## src/rtl/hls_saturation_requant.sv

```systemverilog
// hls_saturation_requant: rescale three 24-bit channel products to RGB888 with clamping and per-frame clip counting
module hls_saturation_requant #(
   parameter int FRAC_BITS = 8,
   parameter int CNT_W     = 24
) (
   input  logic             ap_clk,
   input  logic             ap_rst_n,
   input  logic             rnd_en,
   input  logic             s_valid,
   output logic             s_ready,
   input  logic [71:0]      s_data,
   input  logic             s_user,
   input  logic             s_last,
   output logic             m_valid,
   input  logic             m_ready,
   output logic [23:0]      m_data,
   output logic             m_user,
   output logic             m_last,
   output logic [CNT_W-1:0] clip_cnt,
   output logic [CNT_W-1:0] clip_cnt_frame
);
   localparam logic [24:0] rnd_add = 25'(1) << (FRAC_BITS - 1);
   logic             en;
   logic             v1_q, u1_q, l1_q;
   logic [2:0][24:0] r_q, r_d, q_d;
   logic [2:0]       clip_d;
   logic [23:0]      byte_d;
   logic [1:0]       nclip_d;
   logic [CNT_W:0]   sum_d;
   logic [CNT_W-1:0] cnt_d;
   logic             m_valid_q, m_user_q, m_last_q;
   logic [23:0]      m_data_q;
   logic [CNT_W-1:0] clip_cnt_q, clip_frame_q;
   assign en             = m_ready | ~m_valid_q;
   assign s_ready        = en;
   assign m_valid        = m_valid_q;
   assign m_data         = m_data_q;
   assign m_user         = m_user_q;
   assign m_last         = m_last_q;
   assign clip_cnt       = clip_cnt_q;
   assign clip_cnt_frame = clip_frame_q;
   // rounding offset is chosen from rnd_en of the beat being accepted
   always_comb begin
      r_d = '0;
      for (int c = 0; c < 3; c++)
         r_d[c] = {1'b0, s_data[c*24 +: 24]} + (rnd_en ? rnd_add : 25'd0);
   end
   // shift out the fraction and clamp each channel to a byte
   always_comb begin
      q_d    = '0;
      clip_d = '0;
      byte_d = '0;
      for (int c = 0; c < 3; c++) begin
         q_d[c]             = r_q[c] >> FRAC_BITS;
         clip_d[c]          = |q_d[c][24:8];
         byte_d[c*8 +: 8]   = clip_d[c] ? 8'hFF : q_d[c][7:0];
      end
   end
   // a start-of-frame beat restarts the count; otherwise accumulate and saturate
   always_comb begin
      nclip_d = 2'(clip_d[0]) + 2'(clip_d[1]) + 2'(clip_d[2]);
      sum_d   = {1'b0, clip_cnt_q} + {{(CNT_W-1){1'b0}}, nclip_d};
      cnt_d   = u1_q ? {{(CNT_W-2){1'b0}}, nclip_d} : sum_d[CNT_W] ? '1 : sum_d[CNT_W-1:0];
   end
   // stage 1: capture rounded sums and sideband of the accepted beat
   always_ff @(posedge ap_clk or negedge ap_rst_n)
      if (!ap_rst_n) begin
         v1_q <= 1'b0;
         u1_q <= 1'b0;
         l1_q <= 1'b0;
         r_q  <= '0;
      end else if (en) begin
         v1_q <= s_valid;
         u1_q <= s_user;
         l1_q <= s_last;
         r_q  <= r_d;
      end
   // stage 2: output register; counters move only when a real beat loads here
   always_ff @(posedge ap_clk or negedge ap_rst_n)
      if (!ap_rst_n) begin
         m_valid_q    <= 1'b0;
         m_data_q     <= '0;
         m_user_q     <= 1'b0;
         m_last_q     <= 1'b0;
         clip_cnt_q   <= '0;
         clip_frame_q <= '0;
      end else if (en) begin
         m_valid_q <= v1_q;
         m_data_q  <= byte_d;
         m_user_q  <= u1_q;
         m_last_q  <= l1_q;
         if (v1_q) begin
            clip_cnt_q   <= cnt_d;
            clip_frame_q <= u1_q ? clip_cnt_q : clip_frame_q;
         end
      end
endmodule

```

## config.mk

```make
export PLATFORM = sky130hd
export DESIGN_NAME = hls_saturation_requant
export DESIGN_NICKNAME = d
export VERILOG_FILES = /design/src/rtl/hls_saturation_requant.sv
export SDC_FILE = /design/constraint.sdc
export NUM_CORES = 1
export LEC_CHECK = 0
export CORE_ASPECT_RATIO = 0.6
export CORE_MARGIN = 2
export CORE_UTILIZATION = 35
export CTS_BUF_LIST = sky130_fd_sc_hd__clkbuf_16
export DETAILED_ROUTE_END_ITERATION = 7
export PLACE_DENSITY = 0.56
export RECOVER_POWER = 25
export REMOVE_ABC_BUFFERS = 1
export SYNTH_ARGS = -nofsm -noshare
export SYNTH_HDL_FRONTEND = slang
export SYNTH_SLANG_ARGS = --single-unit
```

## constraint.sdc

```tcl
create_clock -name ap_clk -period 4.3 [get_ports ap_clk]
set_input_delay 0.86 -clock ap_clk [delete_from_list [all_inputs] [get_ports ap_clk]]
set_output_delay 0.86 -clock ap_clk [all_outputs]
set_load 0.05 [all_outputs]
```

==> flow_summary_export.csv, run 1 <==
group,metric,value,unit
pwr,power.density,425,nW/µm²
logic_synthesis,synthCells,695,
final_layout,stdcell_area,8410,µm²
clock_network,cts_buffer_depth,2,
sta,hold_violations,0,
logic_synthesis,synth_top_family_by_area,"simple AND/OR/NAND/NOR gates",
logic_synthesis,yosysTopAreaCellShare,0.521,
place,gp_congestion,0.839,
final_layout,final_util,0.488,
final_layout,nets,916,
final_layout,fillers,1603,
sta,max_slew_margin,-0.677,
logic_synthesis,post-synth-top-area-cell,"dfrtp_1",
sta,post-route-period-util,0.903,
sta,worst_pin_slew,2.52,ns
global_route,grt_max_degree,124,
final_layout,syn2layout_area_growth,35.7,%
critical_path,crit_path_start_kind,"flop",
critical_path,critPathKind,"reg2reg",
route,drtPass1Iterations,5,
logic_synthesis,synthTopCellsByArea,"dfrtp_1, nand2_1, o21ai_0, nor2_1, xor2_1",
logic_synthesis,synthAdderAreaFrac,0.0166,
route,drt_wl_total,16.0,mm
route,route.vias.total,5388,
die,fp.dieW,176,µm
logic_synthesis,synth-compound-area-share,0.106,
clock_network,post_cts_buffers,0,
sta,whs,0.468,ns
global_route,grt_pass1_wl,26.5,mm
place,io_buffers,133,
final_layout,drive_above_1_share,0.0688,
route,top_layer_used,"met4",
die,dieHeight,107,µm
min_path,hold_class,"reg2reg",
critical_path,reg2reg_from,"q_d[37]",
place,dp_hpwl,11.6,mm
global_route,grt_use_total,0.177,
clock_network,postCtsHoldBufs,0,
route,dr.first_iter.drc_count,286,
global_route,antenna_found_initial,0,
route,dr_wl_met2,6.93,mm
clock_network,ctsResizeCount,0,
clock_network,cts.sinks,129,
logic_synthesis,synth_area_per_cell,8.92,µm²
logic_synthesis,synth_xor_area_frac,0.0636,
critical_path,end_kind,"flop",
final_layout,antenna_cells,0,
die,fp.coreArea,17200,µm²
sta,grt_setup_unrepaired,"false",
run_status,status,"complete, but fails checks",
logic_synthesis,ys_ff_latch,129,
critical_path,cp-startpoint,"q_d[37]",
critical_path,cp_max_fo,9,
place,placed_area,7830,µm²
global_route,first_global_vias,5260,
job,maxCapViolations,1,
critical_path,arrival,4.19,ns
die,boundaryPins,155,
critical_path,required,4.61,ns
route,wl_met3,672,µm
die,die_area,18800,µm²
sta,fmax,257,MHz
sta,setup_viol,0,
final_layout,multiInputGateArea,2840,µm²
logic_synthesis,yosys.area_share.simple,0.270,
clock_network,cts_made_buffers,17,
die,initial_core_util,0.360,
sta,period_needed,3.88,ns
clock_network,clk-insertion-delay-late,0.42,ns
logic_synthesis,muxShareOfSynthArea,0,
logic_synthesis,yosys_warnings,0,
global_route,grt_overflow,0,
die,rows,37,
route,drc,0,
clock_network,cts_tree,"built",
pwr,p_leak,0.00342,µW
route,avgRoutedWirePerCell,14.9,µm
route,via_per_inst,5.00,
logic_synthesis,yosysSeqAreaShare,0.521,
route,wl_met1,8.18,mm
clock_network,h-tree-depth,4,
route,ant_nets,0,
logic_synthesis,synth_area,6200,µm²
logic_synthesis,ys_types,42,
run_status,violations,"capacitance limit, slew limit",
clock_network,clk_pin_slew,0.06,ns
sta,finalMaxSlewViolations,102,
pwr,ir_drop,0.213,mV
sta,fin_skew,0.0118,ns
min_path,worstHoldStart,"m_user",
final_layout,regArea,3230,µm²
clock_network,root_buffer,"clkbuf_16",
cells in the mapped netlist (all sizes together):
master,number
a311oi,1
a211oi,8
nand2b,1
o31ai,2
or3,1
a41o,1
nand2,172
nor3,17
ha,5
and4,9
xnor2,16
or2,1
o22a,1
nand3,30
inv,4
o21ai,55
a41oi,3
nand4,18
a21oi,30
a21o,1
a31oi,12
a22o,1
nor4b,1
nor3b,1
fa,2
buf,10
nor4,14
and4b,1
dfrtp,129
nor2,74
clkbuf,22
and3,14
nor2b,2
and2,6
xor2,29
o21a,1
sequential cells by signal, indices dropped and copies added (netlist names):
signal          count
clip_cnt           24
clip_cnt_frame     24
l1_q                1
m_data             24
m_last              1
m_user              1
m_valid             1
q_d                51
u1_q                1
v1_q                1
kinds of logic after synthesis:
group | after synthesis
compound gates | 116
xor+xnor | 45
flops | 129
buf+inv | 36
fa+ha+maj | 7
simple gates | 362
layout by cell type, fill, tap and decap left out, types with 2 or more instances in the layout:
cell type | synthesis | layout
a31oi_1 | 12 | 12
inv_6 | 0 | 3
ha_1 | 5 | 5
nand2_1 | 172 | 172
a41oi_1 | 3 | 3
nor2_1 | 73 | 73
and4_1 | 9 | 9
a211oi_1 | 8 | 8
clkinvlp_4 | 0 | 2
buf_4 | 1 | 15
a21oi_1 | 30 | 30
dfrtp_1 | 129 | 129
and3_1 | 14 | 14
fa_1 | 2 | 2
clkdlybuf4s50_1 | 0 | 131
and2_1 | 6 | 6
o21ai_0 | 55 | 55
o31ai_1 | 2 | 2
inv_1 | 4 | 5
clkbuf_16 | 0 | 17
xor2_1 | 29 | 29
nand3_1 | 29 | 29
clkinv_4 | 0 | 6
nor3_1 | 17 | 17
nand4_1 | 18 | 18
xnor2_1 | 16 | 16
bufinv_16 | 0 | 2
nor4_1 | 9 | 9
nor4_2 | 4 | 4
worst max-delay path, cell delays in order (launching register included):
cell and delay (ns):
dfrtp_1 0.38, nor4_1 0.35, nand2_1 0.12, nor4_2 0.26, buf_4 0.21, fa_1 0.43
inv_1 0.07, ha_1 0.19, fa_1 0.25, nand3_1 0.13, or3_4 0.43, nor4_4 0.56
nor3_1 0.13, a211oi_1 0.27
path summary, 6_finish.rpt:
check                                          to  slack, ns  cells past startpoint
worst max-delay path                  clip_cnt[9]       0.42                     13
worst min-delay path                       m_user       0.47                      2
worst max register to register        clip_cnt[9]       0.42                     13
worst min register to register             m_user       0.47                      2
max in group asynchronous       clip_cnt_frame[4]       1.57                      2
min in group asynchronous                 q_d[30]       1.18                      1
layer usage:
layer,GRT usage,vias up
li1,-,2666
met1,0.256,2565
met2,0.268,136
met3,0.0362,21
met4,0.0525,0
met5,0,-
report_power, final:
part	internal, µW	switching, µW
combinational	253	461
clock	860	565
sequential	1330	102
total	2450	1130
stage by stage:
step	worst slack [ns]	std cells	total power [µW]	setup TNS, ns
global route	0.180	1077	3750	0
floorplan	-4.17	663	1870	-344.53
global placement	0.510	1045	2160	0
finish	0.416	1077	3570	0
detailed placement	0.465	1045	2170	0
CTS	0.431	1077	3620	0
layout make-up:
class	instances	share of cell area
clock buffers	17	0.0506
clock inverters	15	0.0193
inverters	4	0.00179
multi-input cells	530	0.337
flip-flops and latches	129	0.384
well taps	234	0.0348
repair buffers	148	0.172
(Power assumes the default switching activity.)
==> run 2: changes to the inputs <==
--- a/config.mk
+++ b/config.mk
@@ -5,6 +5,7 @@
 export SDC_FILE = /design/constraint.sdc
 export NUM_CORES = 1
 export LEC_CHECK = 0
+export CAP_MARGIN = 20
 export CORE_ASPECT_RATIO = 0.6
 export CORE_MARGIN = 2
 export CORE_UTILIZATION = 35
==> results of run 2 <==
No change in the layout: final DEF, timing and power equal those of run 1.
==> run 3: changes to the inputs <==
--- a/config.mk
+++ b/config.mk
@@ -10,6 +10,7 @@
 export CORE_MARGIN = 2
 export CORE_UTILIZATION = 35
 export CTS_BUF_LIST = sky130_fd_sc_hd__clkbuf_16
+export CTS_CLUSTER_DIAMETER = 100
 export DETAILED_ROUTE_END_ITERATION = 7
 export PLACE_DENSITY = 0.56
 export RECOVER_POWER = 25
==> results of run 3 <==
No change in the layout: final DEF, timing and power equal those of run 1.
